[src/rtl/pc_fetch_ctrl.sv]
// rtl/pc_fetch_ctrl.sv - instruction fetch sequencer with branch/jump redirect; MISALIGN_TRAP_EN enables misaligned-target trap
module pc_fetch_ctrl #(
    parameter logic [31:0] RESET_PC = 32'h0000_0000
) (
    input  logic        CLK,
    input  logic        RST,
    output logic        IMEM_REQ,
    output logic [31:0] IMEM_ADDR,
    input  logic        IMEM_ACK,
    input  logic [31:0] IMEM_RDATA,
    output logic        INSTR_VALID,
    input  logic        INSTR_READY,
    output logic [31:0] INSTR,
    output logic [31:0] PC,
    output logic [31:0] PC_PLUS4,
    input  logic        BRANCH,
    input  logic        BRANCHFLAG,
    input  logic        JUMP,
    input  logic        JALR,
    input  logic [31:0] IMM,
    input  logic [31:0] ALU_OUT,
    output logic        TRAP,
    output logic [31:0] TRAP_ADDR
);

    typedef enum logic [1:0] {IDLE, REQ, HOLD, TRAPPED} state_t;

    state_t      state, state_next;
    logic [31:0] addr_q, instr_q, pc_q;
    logic [31:0] target, next_addr;
    logic        accept, ack_take, misaligned;

    assign accept   = (state == HOLD) && INSTR_READY;
    assign ack_take = (state == REQ) && IMEM_ACK;

    // Control inputs only matter in the accept cycle; the target is qualified by accept below.
    always_comb begin
        target = pc_q + 32'd4;
        if (JALR)
            target = {ALU_OUT[31:1], 1'b0};
        else if (JUMP || (BRANCH && BRANCHFLAG))
            target = pc_q + IMM;
    end

`ifdef MISALIGN_TRAP_EN
    assign misaligned = (target[1:0] != 2'b00);
    assign next_addr  = target;
`else
    assign misaligned = 1'b0;
    assign next_addr  = target & ~32'd3;
`endif

    always_ff @(posedge CLK) begin
        if (RST)
            state <= IDLE;
        else
            state <= state_next;
    end

    always_comb begin
        state_next  = state;
        IMEM_REQ    = 1'b0;
        INSTR_VALID = 1'b0;
        case (state)
            IDLE: state_next = REQ;
            REQ: begin
                IMEM_REQ = 1'b1;
                if (IMEM_ACK)
                    state_next = HOLD;
            end
            HOLD: begin
                INSTR_VALID = 1'b1;
                if (INSTR_READY)
                    state_next = misaligned ? TRAPPED : REQ;
            end
            TRAPPED: state_next = TRAPPED;
            default: state_next = IDLE;
        endcase
    end

    always_ff @(posedge CLK) begin
        if (RST) begin
            addr_q  <= RESET_PC;
            instr_q <= 32'd0;
            pc_q    <= RESET_PC;
        end else begin
            if (ack_take) begin
                instr_q <= IMEM_RDATA;
                pc_q    <= addr_q;
            end
            if (accept && !misaligned)
                addr_q <= next_addr;
        end
    end

    assign IMEM_ADDR = addr_q;
    assign INSTR     = instr_q;
    assign PC        = pc_q;
    assign PC_PLUS4  = pc_q + 32'd4;

`ifdef MISALIGN_TRAP_EN
    logic        trap_q;
    logic [31:0] trap_addr_q;

    // TRAP is a one-cycle pulse; TRAP_ADDR keeps the offending target until reset.
    always_ff @(posedge CLK) begin
        if (RST) begin
            trap_q      <= 1'b0;
            trap_addr_q <= 32'd0;
        end else begin
            trap_q <= accept && misaligned;
            if (accept && misaligned)
                trap_addr_q <= target;
        end
    end

    assign TRAP      = trap_q;
    assign TRAP_ADDR = trap_addr_q;
`else
    assign TRAP      = 1'b0;
    assign TRAP_ADDR = 32'd0;
`endif

endmodule
[config.mk]
export PLATFORM = sky130hd
export DESIGN_NAME = pc_fetch_ctrl
export DESIGN_NICKNAME = d
export VERILOG_FILES = /design/src/rtl/pc_fetch_ctrl.sv
export SDC_FILE = /design/constraint.sdc
export NUM_CORES = 1
export LEC_CHECK = 0
export ABC_AREA = 1
export CAP_MARGIN = 30
export CORE_ASPECT_RATIO = 0.5
export CORE_MARGIN = 1.5
export CORE_UTILIZATION = 24
export CTS_BUF_LIST = sky130_fd_sc_hd__clkbuf_4
export CTS_CLUSTER_DIAMETER = 100
export DETAILED_ROUTE_END_ITERATION = 10
export PLACE_DENSITY = 0.53
export SLEW_MARGIN = 5
export SYNTH_ARGS = -nofsm -noshare
export SYNTH_HDL_FRONTEND = slang
export SYNTH_SLANG_ARGS = --single-unit
[constraint.sdc]
create_clock -name CLK -period 1.85 [get_ports CLK]
set_input_delay 0.185 -clock CLK [delete_from_list [all_inputs] [get_ports CLK]]
set_output_delay 0.185 -clock CLK [all_outputs]
set_load 0.02 [all_outputs]
==> results.toml <==
[timing]
slew-limit-headroom_pct = 50.8
max_clock_freq_mhz = 442
rsz0062_at_grt = "true"
min_period_ns = 2.26
finalSetupViolCount = 53
worst_slack_ns = -0.412
fin_worst_skew_ns = 0.0302
fin_setup_tns_ns = -15.42
hold_viol = 0
finalCritPeriodShare_pct = 122
slew_violations = 0
worstMarginPinSlew_ns = 0.738

[power]
leakage_nw = 6.50
power.switching_mw = 2.55
p_comb_share_pct = 46.8
power_frac_seq_pct = 34.6
p_clk_share_pct = 18.6
p_int_mw = 3.97
irDropWorstVdd_mv = 0.251
sw_frac_of_total_pct = 39.1
p_per_area_nw_per_um2 = 475

[grt]
grt_pass1_wl_um = 51700
first_global_vias = 9001
track_usage_pct = 21.7
antenna_found_initial = 1
grt_max_degree = 57
grt_overflow_total = 0

[run]
max_cap_violations = 0

[layout]
layout-drive-gt1-share_pct = 39.3
layout_common_cells = "nand2_1, buf_4, clkdlybuf4s50_1"
area_growth_pct = 90.4
layout_commonest_cell = "nand2_1"
nets = 1752
final_cells = 2014
fin_util_pct = 46.9

[setup_path]
cp_max_fo = 4
critPathLaunchType = "flop"
end_kind = "primary output"
critical_path.max_stage_delay_ns = 0.44
worstSetupStartpoint = "PC[9]$_SDFFE_PP0P_"
cp_num_buf_inv = 3
worstPathArrival_ns = 2.08
worstPathRequired_ns = 1.66
r2r-start = "PC[2]$_SDFFE_PP0P_"
path_cells = "nand2_1 > nor3_4 > buf_6 > nand2_4 > nor2_4 > buf_4 > nand2_1 > nand2_1 > nand2_2 > buf_6"
crit_top_cell = "nand2_1"
path_class = "flop to primary output"
slowest_stage = "dfxtp_4"
critPathTopFamily = "simple AND/OR/NAND/NOR gates"

[synth]
syn_area_um2 = 7200
ys_types = 38
ys_warn_count = 0
ys_ff_latch = 94
seq_area_frac_synth_pct = 26.1
synth_cells = 1181
avgSynthCellArea_um2 = 6.09

[cts]
cts_sinks = 94
insertion_delay_ns = 0.49
cts_max_level = 3
path_clk_slew_ns = 0.18
clk_path_buf_depth = 2
cts_tree = "yes"
cts_root_buffer = "clkbuf_4"
cts_buffers = 9

[floorplan]
dieArea_um2 = 31100
die-width_um = 248
core_area_um2 = 29200
rows = 44
io_pins = 267
die_h_um = 125
start_util_pct = 24.6

[drt]
ant_nets = 0
drc = 5
vias = 9370
wire_per_inst_um = 17.6
first_pass_iters = 8
initialDrtViolationCount = 698
routed_wl_um = 35400
vias_per_cell = 4.65

[place]
dp_cells = 1941
place_hpwl_um = 27100
gp_congestion = 0.969
io_buffers = 223

[outcome]
violations = "design-rule violations, negative setup slack"
status = "finished with violations"

[min_path]
hold_class = "input port to flop"
hold_path.startpoint = "IMEM_RDATA[8]"
## through the flow
stage | setup WS [ns] | hold slack [ns] | area (um2) | power (mW)
final | -0.412 | 0.251 | 13700 | 6.51
after global routing | -0.520 | 0.186 | 13700 | 6.86
after detailed placement | -0.735 | 0.454 | 11100 | 4.66
after CTS | -0.446 | 0.190 | 12600 | 6.19
after global placement | -0.696 | 0.452 | 11100 | 4.66
after floorplan | -0.0433 | 0.329 | 7380 | 3.42
## synthesized netlist by cell type
| cell type | n | area [um2] |
|---|---|---|
| nand2_1 | 382 | 1430 |
| a21oi_1 | 132 | 661 |
| inv_1 | 132 | 495 |
| dfxtp_1 | 94 | 1880 |
| nor2_1 | 90 | 338 |
| nand3_1 | 76 | 380 |
| buf_4 | 39 | 293 |
| o21ai_0 | 33 | 165 |
| clkbuf_1 | 32 | 120 |
| ha_1 | 30 | 375 |
| o21ai_1 | 18 | 90.1 |
| inv_2 | 11 | 41.3 |
| nand2_2 | 10 | 62.6 |
| xor2_1 | 9 | 78.8 |
| nor3_2 | 8 | 80.1 |
| o211ai_1 | 8 | 60.1 |
| or2_2 | 8 | 50.1 |
| buf_2 | 7 | 35.0 |
| nor3_1 | 7 | 35.0 |
| xor2_2 | 6 | 97.6 |
| and2_1 | 5 | 31.3 |
| nand4_1 | 5 | 31.3 |
| nor2_2 | 5 | 31.3 |
| nor2_4 | 5 | 56.3 |
| o21bai_1 | 5 | 37.5 |
| xnor2_1 | 5 | 43.8 |
| a21oi_2 | 4 | 35.0 |
| nor3_4 | 4 | 65.1 |
| nand3b_1 | 2 | 15.0 |
| a21o_1 | 1 | 7.51 |
| and2_4 | 1 | 8.76 |
| buf_1 | 1 | 3.75 |
| clkinv_1 | 1 | 3.75 |
| conb_1 | 1 | 3.75 |
| fa_1 | 1 | 20.0 |
| nand2_4 | 1 | 11.3 |
| o21ai_2 | 1 | 8.76 |
| o221ai_1 | 1 | 8.76 |
## timing repair
item / 4_1_cts / 5_1_grt
endpoints found under the hold margin: 1 / 0
setup endpoints to repair: 87 / 65
hold buffers: 1 / 0
gates cloned: 0 / 0
pin swaps: 59 / 131
gates resized for setup: 436 / 209
setup buffers: 27 / 35
## path summary, 6_finish.rpt
kind,endpoint,slack [ns],depth (start not counted)
setup / recovery,PC_PLUS4[30],-0.41,10
hold / removal,INSTR[8]$_SDFFE_PP0P_,0.25,3
setup reg to reg,IMEM_ADDR[30]$_SDFFE_PP0P_,-0.41,16
hold reg to reg,INSTR[13]$_SDFFE_PP0P_,0.47,2
## worst min-delay path, cell delays in order
cell and delay [ns]:
clkdlybuf4s50_1 0.39, nand2_1 0.06, a21oi_1 0.05
## layout make-up
| type | count | area [um2] |
|---|---|---|
| Antenna cell | 1 | 2.50 |
| Clock buffer | 12 | 90.1 |
| Clock inverter | 4 | 47.5 |
| Fill cell | 2848 | 15500 |
| Inverter | 144 | 556 |
| Multi-Input combinational cell | 902 | 6170 |
| Sequential cell | 94 | 1980 |
| Tap cell | 391 | 489 |
| Timing Repair Buffer | 466 | 4370 |
## sequential cells by signal, indices dropped and copies added (netlist names)
signal / count
INSTR: 32
PC: 30
state: 2
IMEM_ADDR: 30
## layer usage
metal / routed length [um] / share of wire, % / vias up / GRT usage [%]
met5: 0 / 0 / - / 0
li1: - / - / 4540 / -
met4: 496 / 1.4 / 0 / 3.53
met3: 2670 / 7.5 / 31 / 4.01
met2: 17000 / 48 / 327 / 36.2
met1: 15200 / 43 / 4472 / 29.5
## logic make-up (layout without fill, tap and decap cells)
logic type      Yosys count  in the layout  share of synthesized area (%)
other cells               1             40                         0.0521
buf+inv                 223            626                           13.8
flops                    94             94                           26.1
compound gates          203            203                           14.9
fa+ha+maj                31             31                           5.49
xor+xnor                 20             20                           3.06
simple gates            609            609                           36.5
## power by group through the flow
| stage | Clock (mW) | Sequential, mW | Combinational (mW) |
|---|---|---|---|
| 2_1_floorplan | 0 | 2.37 | 1.05 |
| 3_3_place_gp | 0 | 2.29 | 2.37 |
| 3_5_place_dp | 0 | 2.29 | 2.37 |
| 4_1_cts | 1.26 | 2.25 | 2.68 |
| 5_1_grt | 1.36 | 2.26 | 3.23 |
| 6_report | 1.21 | 2.25 | 3.05 |
Note: power is estimated with default switching activity, not from simulation.
